--- config.mk ---
export PLATFORM = sky130hd
export DESIGN_NAME = cpu_sequencer
export DESIGN_NICKNAME = d
export VERILOG_FILES = /design/src/rtl/cpu_sequencer.sv
export SDC_FILE = /design/constraint.sdc
export NUM_CORES = 1
export LEC_CHECK = 0
export ABC_AREA = 1
export ABC_CLOCK_PERIOD_IN_PS = 3400
export BUFFER_PORTS_ARGS = -buffer_cell sky130_fd_sc_hd__buf_4
export CAP_MARGIN = 20
export CORE_ASPECT_RATIO = 0.7
export CORE_UTILIZATION = 30
export DETAILED_ROUTE_END_ITERATION = 16
export GPL_TIMING_DRIVEN = 0
export SLEW_MARGIN = 30
export SYNTH_ARGS = -nofsm -noshare
export SYNTH_HDL_FRONTEND = slang
export SYNTH_SLANG_ARGS = --single-unit
--- constraint.sdc ---
create_clock -name clk -period 3.4 [get_ports clk]
set_input_delay 0.68 -clock clk [delete_from_list [all_inputs] [get_ports clk]]
set_output_delay 0.68 -clock clk [all_outputs]
set_load 0.01 [all_outputs]
--- src/rtl/cpu_sequencer.sv ---
// Multi-cycle instruction sequencer: one-hot FSM stepping fetch/decode/execute/mem/writeback,
// with memory-handshake timeout trap and a retired-instruction counter.
module cpu_sequencer #(
    parameter int unsigned TIMEOUT   = 16,
    parameter int unsigned INSTRET_W = 32
) (
    input  logic                 clk,
    input  logic                 reset,
    input  logic                 run,
    input  logic                 mem_ready,
    input  logic                 dec_mem,
    input  logic                 dec_wb,
    input  logic                 dec_halt,
    output logic [7:0]           state,
    output logic                 mem_req,
    output logic                 mem_is_fetch,
    output logic                 ir_load,
    output logic                 pc_inc,
    output logic                 alu_en,
    output logic                 reg_we,
    output logic                 halted,
    output logic                 bus_error,
    output logic [INSTRET_W-1:0] instret
);

    localparam int unsigned WAIT_MAX = (TIMEOUT == 0) ? 1 : TIMEOUT;
    localparam int unsigned WAIT_W   = $clog2(WAIT_MAX + 1);
    localparam logic [WAIT_W-1:0] WAIT_SAT  = WAIT_W'(WAIT_MAX);
    localparam logic [WAIT_W-1:0] WAIT_LAST = WAIT_W'(WAIT_MAX - 1);

    typedef enum logic [7:0] {
        S_IDLE      = 8'b0000_0001,
        S_FETCH     = 8'b0000_0010,
        S_DECODE    = 8'b0000_0100,
        S_EXECUTE   = 8'b0000_1000,
        S_MEM       = 8'b0001_0000,
        S_WRITEBACK = 8'b0010_0000,
        S_HALT      = 8'b0100_0000,
        S_ERROR     = 8'b1000_0000
    } state_t;

    state_t                r_state;
    state_t                w_state_next;
    logic                  r_mem_flag;
    logic                  r_wb_flag;
    logic [WAIT_W-1:0]     r_wait;
    logic [WAIT_W-1:0]     w_wait_next;
    logic [INSTRET_W-1:0]  r_instret;
    logic                  w_retire;
    logic                  w_timeout;
    logic                  w_waiting;

    always_ff @(posedge clk) begin
        if (reset) begin
            r_state <= S_IDLE;
        end else begin
            r_state <= w_state_next;
        end
    end

    always_ff @(posedge clk) begin
        if (reset) begin
            r_mem_flag <= 1'b0;
            r_wb_flag  <= 1'b0;
            r_wait     <= '0;
            r_instret  <= '0;
        end else begin
            if (r_state == S_DECODE) begin
                r_mem_flag <= dec_mem;
                r_wb_flag  <= dec_wb;
            end
            r_wait <= w_wait_next;
            if (w_retire) begin
                r_instret <= r_instret + INSTRET_W'(1);
            end
        end
    end

    // Any cycle that is not a stalled FETCH/MEM clears the counter, so every entry starts at 0.
    always_comb begin
        w_waiting   = ((r_state == S_FETCH) || (r_state == S_MEM)) && !mem_ready;
        w_wait_next = '0;
        if (w_waiting) begin
            w_wait_next = (r_wait == WAIT_SAT) ? r_wait : r_wait + WAIT_W'(1);
        end
        w_timeout = (TIMEOUT != 0) && w_waiting && (r_wait == WAIT_LAST);
    end

    always_comb begin
        w_state_next = r_state;
        w_retire     = 1'b0;
        mem_req      = 1'b0;
        mem_is_fetch = 1'b0;
        ir_load      = 1'b0;
        pc_inc       = 1'b0;
        alu_en       = 1'b0;
        reg_we       = 1'b0;
        halted       = 1'b0;
        bus_error    = 1'b0;

        unique case (r_state)
            S_IDLE: begin
                if (run) begin
                    w_state_next = S_FETCH;
                end
            end
            S_FETCH: begin
                mem_req      = 1'b1;
                mem_is_fetch = 1'b1;
                if (mem_ready) begin
                    ir_load      = 1'b1;
                    pc_inc       = 1'b1;
                    w_state_next = S_DECODE;
                end else if (w_timeout) begin
                    w_state_next = S_ERROR;
                end
            end
            S_DECODE: begin
                // HALT retires here and wins over the mem/wb flags.
                if (dec_halt) begin
                    w_retire     = 1'b1;
                    w_state_next = S_HALT;
                end else begin
                    w_state_next = S_EXECUTE;
                end
            end
            S_EXECUTE: begin
                alu_en = 1'b1;
                if (r_mem_flag) begin
                    w_state_next = S_MEM;
                end else if (r_wb_flag) begin
                    w_state_next = S_WRITEBACK;
                end else begin
                    w_retire     = 1'b1;
                    w_state_next = run ? S_FETCH : S_IDLE;
                end
            end
            S_MEM: begin
                mem_req = 1'b1;
                if (mem_ready) begin
                    if (r_wb_flag) begin
                        w_state_next = S_WRITEBACK;
                    end else begin
                        w_retire     = 1'b1;
                        w_state_next = run ? S_FETCH : S_IDLE;
                    end
                end else if (w_timeout) begin
                    w_state_next = S_ERROR;
                end
            end
            S_WRITEBACK: begin
                reg_we       = 1'b1;
                w_retire     = 1'b1;
                w_state_next = run ? S_FETCH : S_IDLE;
            end
            S_HALT: begin
                halted = 1'b1;
            end
            S_ERROR: begin
                bus_error = 1'b1;
            end
            default: begin
                w_state_next = S_IDLE;
            end
        endcase
    end

    assign state   = r_state;
    assign instret = r_instret;

endmodule
Word level (Yosys, flattened, before mapping)
Index checks and enable logic that the tools add are counted.

word-level totals
  bits in writable memories = 0
  ROM bits = 0
  memories kept = 0
  register bits = 47
  word-level logic and storage cells = 50
  input bits = 7
  output and inout bits = 48
  latch bits = 0

operators by class
  shifts and indexed selects = 0
  reduce and logical (&&, ||, !) cells = 8
  magnitude comparators = 0
  muxes and demuxes = 22
  bitwise operators = 2
  divide/modulo/power cells = 0
  multipliers = 0
  equality and inequality tests = 11
  add/subtract/negate cells = 2

operator list
  cell                     count
  $pmux W8 S7              1
  $add A32 B1 Y32 const B  1
  $mux W8                  4
  $mux W1                  12
  $mux W6                  2
  $eq A8 B1 Y1 const B     1
  $eq A8 B2 Y1 const B     1
  $eq A8 B3 Y1 const B     1
  $eq A8 B4 Y1 const B     1
  $eq A8 B5 Y1 const B     1
  $eq A8 B6 Y1 const B     1
  $eq A8 B7 Y1 const B     1
  $eq A8 B8 Y1 const B     1
  $mux W7                  1
  $reduce_or A2 Y1         3
  $add A5 B1 Y5 const B    1
  $eq A5 B4 Y1 const B     1
  $eq A5 B5 Y1 const B     1
  $pmux W1 S4              1
  $logic_and A1 B1 Y1      2
  $mux W2                  1
  $ne A2 B2 Y1 const B     1
  $not A1 Y1               2
  $reduce_and A2 Y1        1
  2 further kinds          2

Longest topological paths before layout
Gate-level depths: netlist of the first run.

  word-level depth = 7
  depth in mapped cells = 10
  mapped depth without buffers = 10

Worst setup path after synthesis of the first run
Ideal clock, no wire load.

  path type = flip-flop to output port
  start = register r_state[4] (netlist: state[4])
  end = output port pc_inc
  stages on the path, launching flop included = 7
  data arrival time = 1.342 ns
  data required time = 2.720 ns
  setup slack = 1.378 ns
  buffers on the path = 1
  cell sequence = dfxtp_1 -> nor2_4 -> nand2_4 -> nor2_1 -> inv_1 -> nor2_1 -> buf_4

on the way
  cells in the longest elaborated chain, start to end = 2

RTL lines
  what                      RTL line  source
  start: declaration        42        state_t r_state;
  start signal: assignment  57        r_state <= w_state_next;
  $eq A8 B2 Y1              --
  $mux W1                   --
  end: declaration          18        output logic pc_inc,

No other way between the ends.

Worst setup path after layout of the first run
  start = register r_state[4] (netlist: state[4])
  end = output port pc_inc

on the way
  cells in the longest elaborated chain, start to end = 2

RTL lines
  what          RTL line  source
  $eq A8 B2 Y1  101       unique case (r_state)
  $mux W1       101

No other way between the ends.

==> results of run 1 <==
[through the flow]
step / instance area [sq um] / setup slack [ns]
6_report: 3674 / 1.142
5_1_grt: 3674 / 1.019
4_1_cts: 3674 / 1.135
3_5_place_dp: 3515 / 1.427
3_3_place_gp: 3515 / 1.420
2_1_floorplan: 2954 / 1.378
[area by class of cell]
class                      count  share of cell area
buffer                        11             0.02452
clock buffer                   6             0.03508
clock inverter                 1            0.008174
inverter                      34             0.03474
multi-input combinational    385              0.4888
sequential                    47              0.2561
tap                          124             0.04223
timing repair buffer          54              0.1104
[routing by layer]
metal  track usage  vias to the layer above
li1              -                     1618
met1        0.2703                     1387
met2        0.2278                      109
met3       0.02890                        2
met4       0.03030                        0
met5             0                        -
[synthesized netlist by cell type]
master	instances
nand3_1	12
nor3_1	5
buf_6	6
nor2_1	75
o22ai_1	1
o21ai_0	5
a21oi_1	41
inv_1	32
nand2_1	190
dfxtp_1	47
nand4_1	2
nand2_4	1
nor2_4	4
nand4_4	1
nand2_2	4
inv_2	2
xor2_1	11
nor2_2	7
xnor2_1	5
nand3b_1	16
ha_1	4
buf_4	1
nand3_2	1
clkbuf_1	4
[worst min path at each step]
stage | cells after the start | slack [ns] | to
2_1_floorplan | 2 | 0.47 | r_wait[0]$_SDFFE_PP0P_
3_3_place_gp | 2 | 0.49 | r_wait[0]$_SDFFE_PP0P_
3_5_place_dp | 2 | 0.49 | r_wait[0]$_SDFFE_PP0P_
4_1_cts | 2 | 0.50 | r_wait[0]$_SDFFE_PP0P_
5_1_grt | 2 | 0.53 | r_wait[0]$_SDFFE_PP0P_
6_report | 2 | 0.51 | r_wait[0]$_SDFFE_PP0P_
[kinds of logic after synthesis]
group           count (synthesis)  synth area share
compound gates                 47           0.08005
xor+xnor                       16           0.04744
fa+ha+maj                       4           0.01694
buf+inv                        45           0.07370
flops                          47            0.3185
simple gates                  318            0.4634
[sequential cells by signal, indices dropped and copies added, names as in the netlist]
signal / cells
instret: 32
r_mem_flag: 1
r_wait: 5
r_wb_flag: 1
state: 8
[critical path, cell delays in order, from the launching register on]
cell and delay, ns:
dfxtp_1 0.36, nor2_4 0.17, nand2_4 0.10, nor2_1 0.20
inv_1 0.10, nor2_1 0.14, buf_4 0.12, buf_4 0.10
[where the power goes]
part           internal (W)  leakage, nW  switching (W)
logic             0.0000350         1.04      0.0000546
registers          0.000556        0.379     0.00000850
clock network      0.000343       0.0769       0.000203
total              0.000935         1.49       0.000266
==> results_dict.tcl, run 1 <==
set metrics [dict create \
    outcome "completed" \
    critPathCaptureType "output pin" \
    finalMaxSlewViolations 0 \
    clock_latency_ns 0.28 \
    vias_per_cell 4.707 \
    grt_pass1_wl_um 13730 \
    syn2layout_area_growth_pct 24.35 \
    fillCellCount 1019 \
    maxCapViolCount 0 \
    cp-start-kind "flip-flop" \
    grt_pass1_vias 2714 \
    crit_path_start "state[4]$_SDFFE_PP0P_" \
    setup_viol 0 \
    holdWs_ns 0.5075 \
    timing.rr.start "instret[0]$_SDFFE_PP0P_" \
    arrival_ns 1.58 \
    postCtsHoldBufs 0 \
    hpwlAfterDp_um 6711 \
    ant_nets 0 \
    n_antenna_cell 0 \
    power_leakage_nw 1.491 \
    met2_length_um 3180 \
    rows 29 \
    wl_met3_um 535 \
    synth_fp_nets 488 \
    die_area_sq_um 10250 \
    cp-endpoint "pc_inc" \
    netlist_area_sq_um 2954 \
    final_cell_mix "nand2_1, nor2_1, buf_4" \
    core_region_area_sq_um 9325 \
    min_from "r_wait[0]$_SDFFE_PP0P_" \
    dieWidth_um 120.6 \
    synth_top_area_frac 0.3185 \
    fin_crit_sh 0.6641 \
    stdcell_count 662 \
    wl_per_cell_um 12.56 \
    grt_antenna_before_repair 0 \
    r2r_slack_ns 1.37 \
    yosysWarnings 0 \
    cts-root-buf "clkbuf_16" \
    ioPinCount 55 \
    grt_start_max_net_pins 14 \
    drt-pass1-iter-count 5 \
    multi_input_area_sq_um 1795 \
    layout_commonest_cell "nand2_1" \
    drc 0 \
    fin_crit_ns 2.258 \
    p_per_area_nw_per_um2 326.7 \
    routabilityCongestion 0.9017 \
    rsz0062_at_grt "false" \
    drtIter0Drc 291 \
    worst_pin_slew_ns 0.5731 \
    cts.sinks 47 \
    hold_viol 0 \
    die_y_um 85.03 \
    finalClockSkew_ns 0.004177 \
    wl_met1_um 4557 \
    routed_wl_um 8314 \
    maxSlewHeadroom 0.6180 \
    avgSynthCellArea_sq_um 6.193 \
    routed.top_layer "met4" \
    ys_seq_elements 47 \
    required_ns 2.72 \
    dp.cells 655 \
    fin_setup_tns_ns 0 \
    syn_inst 477 \
    start_util 0.3168 \
    reg2reg_depth 10 \
    grt-ovfl-total 0 \
    final_nets 549 \
    grt.total_usage 0.1680 \
    cts_tree "built" \
    total_power_w 0.001200 \
    critPathMaxFanout 6 \
    layout-drive-gt1-share 0.1617 \
    criticalPathCategory "reg -> out" \
    cts_inserted_buffers 5 \
    fmax_mhz 442.9 \
    cts_buffer_depth 2 \
    h-tree-depth 2 \
    synthTopCellsByArea "dfxtp_1, nand2_1, nor2_1, a21oi_1, inv_1" \
    numPortBuffers 54 \
    via_count 3116 \
    min-delay-path-class "reg -> reg" \
    ys_types 24 \
    cts_resized 0 \
    cts_setup_buffers 0 \
    seq_area_frac_synth 0.3185 \
    clkTransAtPathRegs_ns 0.06 \
    finish.utilization 0.3939 \
    synth_top_area_cell "dfxtp_1" \
    vdd_drop_max_mv 0.2019 \
    seqCellArea_sq_um 940.9 \
    reg2reg_to "instret[28]$_SDFFE_PP0P_" \
]
Note: power is estimated with default switching activity, not from simulation.
==> inputs of run 2 (changes only) <==
--- a/config.mk
+++ b/config.mk
@@ -6,7 +6,7 @@
 export NUM_CORES = 1
 export LEC_CHECK = 0
 export ABC_AREA = 1
-export ABC_CLOCK_PERIOD_IN_PS = 3400
+export ABC_CLOCK_PERIOD_IN_PS = 2080
 export BUFFER_PORTS_ARGS = -buffer_cell sky130_fd_sc_hd__buf_4
 export CAP_MARGIN = 20
 export CORE_ASPECT_RATIO = 0.7
==> constraint.sdc (replaced) <==
create_clock -name clk -period 2.08 [get_ports clk]
set_input_delay 0.416 -clock clk [delete_from_list [all_inputs] [get_ports clk]]
set_output_delay 0.416 -clock clk [all_outputs]
set_load 0.01 [all_outputs]
==> run 2 against run 1 <==
Design area grew 0.20%. Non-clock buffer count stayed put. Sequential share of layout area fell by 0.052 points. Clock-buffer cell count stayed put. Total power up 64%. Worst setup slack lost 1.0 ns. Critical path type unchanged. Highest routed layer unchanged.
==> results_dict.tcl, run 2 (synthesis results as in run 1) <==
set metrics [dict create \
    cts_inserted_buffers 5 \
    n_antenna_cell 0 \
    power.switching_w 0.0004360 \
    p_int_w 0.001528 \
    clock_latency_ns 0.28 \
    drt-pass1-iter-count 5 \
    via_count 3139 \
    timing.rr.start "instret[0]$_SDFFE_PP0P_" \
    hold_depth 2 \
    dieWidth_um 120.6 \
    grt_pass1_wl_um 13730 \
    min-delay-path-class "in -> reg" \
    routabilityCongestion 0.9017 \
    fin_setup_tns_ns 0 \
    layout_commonest_cell "nand2_1" \
    final_nets 549 \
    maxSlewHeadroom 0.6183 \
    reg2reg_to "instret[28]$_SDFFE_PP0P_" \
    hpwlAfterDp_um 6711 \
    clkTransAtPathRegs_ns 0.06 \
    dp.cells 655 \
    layout-drive-gt1-share 0.1673 \
    cts-root-buf "clkbuf_16" \
    ioPinCount 55 \
    required_ns 1.66 \
    grt_start_max_net_pins 14 \
    setup_viol 0 \
    rsz0062_at_grt "false" \
    fin_crit_ns 1.948 \
    die_y_um 85.03 \
    seqCellArea_sq_um 940.9 \
    grt_pass1_vias 2714 \
    wl_per_cell_um 12.58 \
    fin_crit_sh 0.9365 \
    criticalPathCategory "reg -> out" \
    finish.utilization 0.3947 \
    routed_wl_um 8329 \
    grt_antenna_before_repair 0 \
    vias_per_cell 4.742 \
    worst_pin_slew_ns 0.5726 \
    drc 0 \
    final_cell_mix "nand2_1, nor2_1, buf_4" \
    ant_nets 0 \
    die_area_sq_um 10250 \
    swShare 0.2220 \
    critPathMaxFanout 5 \
    holdWs_ns 0.3090 \
    fillCellCount 1021 \
    clockPowerShare 0.454 \
    syn2layout_area_growth_pct 24.61 \
    p_seq_frac 0.470 \
    p_per_area_nw_per_um2 533.6 \
    finalClockSkew_ns 0.004127 \
    h-tree-depth 2 \
    cts_tree "built" \
    numPortBuffers 54 \
    cp-start-kind "flip-flop" \
    postCtsHoldBufs 0 \
    critPathCaptureType "output pin" \
    grt.total_usage 0.1680 \
    fmax_mhz 513.4 \
    power_leakage_nw 1.488 \
    outcome "completed" \
    finalMaxSlewViolations 0 \
    cts.sinks 47 \
    rows 29 \
    drtIter0Drc 271 \
    cts_buffer_depth 2 \
    min_from "dec_halt" \
    largest_reg_flops 32 \
    maxCapViolCount 0 \
    multi_input_area_sq_um 1803 \
    start_util 0.3168 \
    arrival_ns 1.53 \
    hold_path_end "state[3]$_SDFFE_PP0P_" \
    power_frac_comb 0.075 \
    vdd_drop_max_mv 0.3306 \
    grt-ovfl-total 0 \
    core_region_area_sq_um 9325 \
    hold_viol 0 \
    reg2reg_depth 10 \
    total_power_w 0.001964 \
    stdcell_count 662 \
    r2r_slack_ns 0.21 \
]
-- run 2: critical path, stage by stage (launching register included) --
cell     delay [ns]
dfxtp_1        0.35
nor2_2         0.21
nand3_1        0.11
nor2_2         0.14
inv_1          0.08
nor2_1         0.13
buf_4          0.12
buf_4          0.10
-- run 2: power by group through the flow --
stage	Sequential, W	Combinational, W	Clock (W)
detailed placement	0.000943	0.000147	0
global route	0.000924	0.000164	0.000951
floorplan	0.000945	0.0000887	0
global placement	0.000944	0.000144	0
finish	0.000924	0.000148	0.000892
CTS	0.000923	0.000148	0.000914
-- run 2: metal layers --
layer  GRT usage  wire (um)
met1      0.2703       4483
met2      0.2278       3175
met3     0.02890        629
met4     0.03030         40
met5           0          0
-- run 2: layout make-up --
| type | instances | area share |
|---|---|---|
| Sequential cell | 47 | 0.2556 |
| Clock inverter | 1 | 0.008158 |
| Timing Repair Buffer | 54 | 0.1101 |
| Buffer | 11 | 0.02447 |
| Tap cell | 124 | 0.04215 |
| Inverter | 34 | 0.03467 |
| Clock buffer | 6 | 0.03501 |
| Multi-Input combinational cell | 385 | 0.4898 |
-- run 2: per-stage QoR --
| step | worst slack, ns | instance area (sq um) |
|---|---|---|
| 2_1_floorplan | 0.3222 | 2954 |
| 3_3_place_gp | 0.1361 | 3515 |
| 3_5_place_dp | 0.1114 | 3515 |
| 4_1_cts | 0.07924 | 3674 |
| 5_1_grt | 0.02878 | 3681 |
| 6_report | 0.1322 | 3681 |
-- run 2: worst max path at each step --
stage                                        from                  endpoint  slack, ns  cells past startpoint
final                       state[2]$_SDFFE_PP0P_                    pc_inc       0.13                      7
after global routing        state[2]$_SDFFE_PP0P_                    pc_inc       0.03                      7
after CTS                   state[4]$_SDFFE_PP0P_                    pc_inc       0.08                      7
after detailed placement  instret[0]$_SDFFE_PP0P_  instret[28]$_SDFFE_PP0P_       0.11                     10
after global placement    instret[0]$_SDFFE_PP0P_  instret[28]$_SDFFE_PP0P_       0.14                     10
after floorplan             state[4]$_SDFFE_PP0P_                    pc_inc       0.32                      6
-- run 2: what timing repair did --
item / CTS / global route
resized for setup: 0 / 3
hold endpoints to repair: 0 / 0
setup buffers: 0 / 0
setup endpoints to repair: 0 / 3
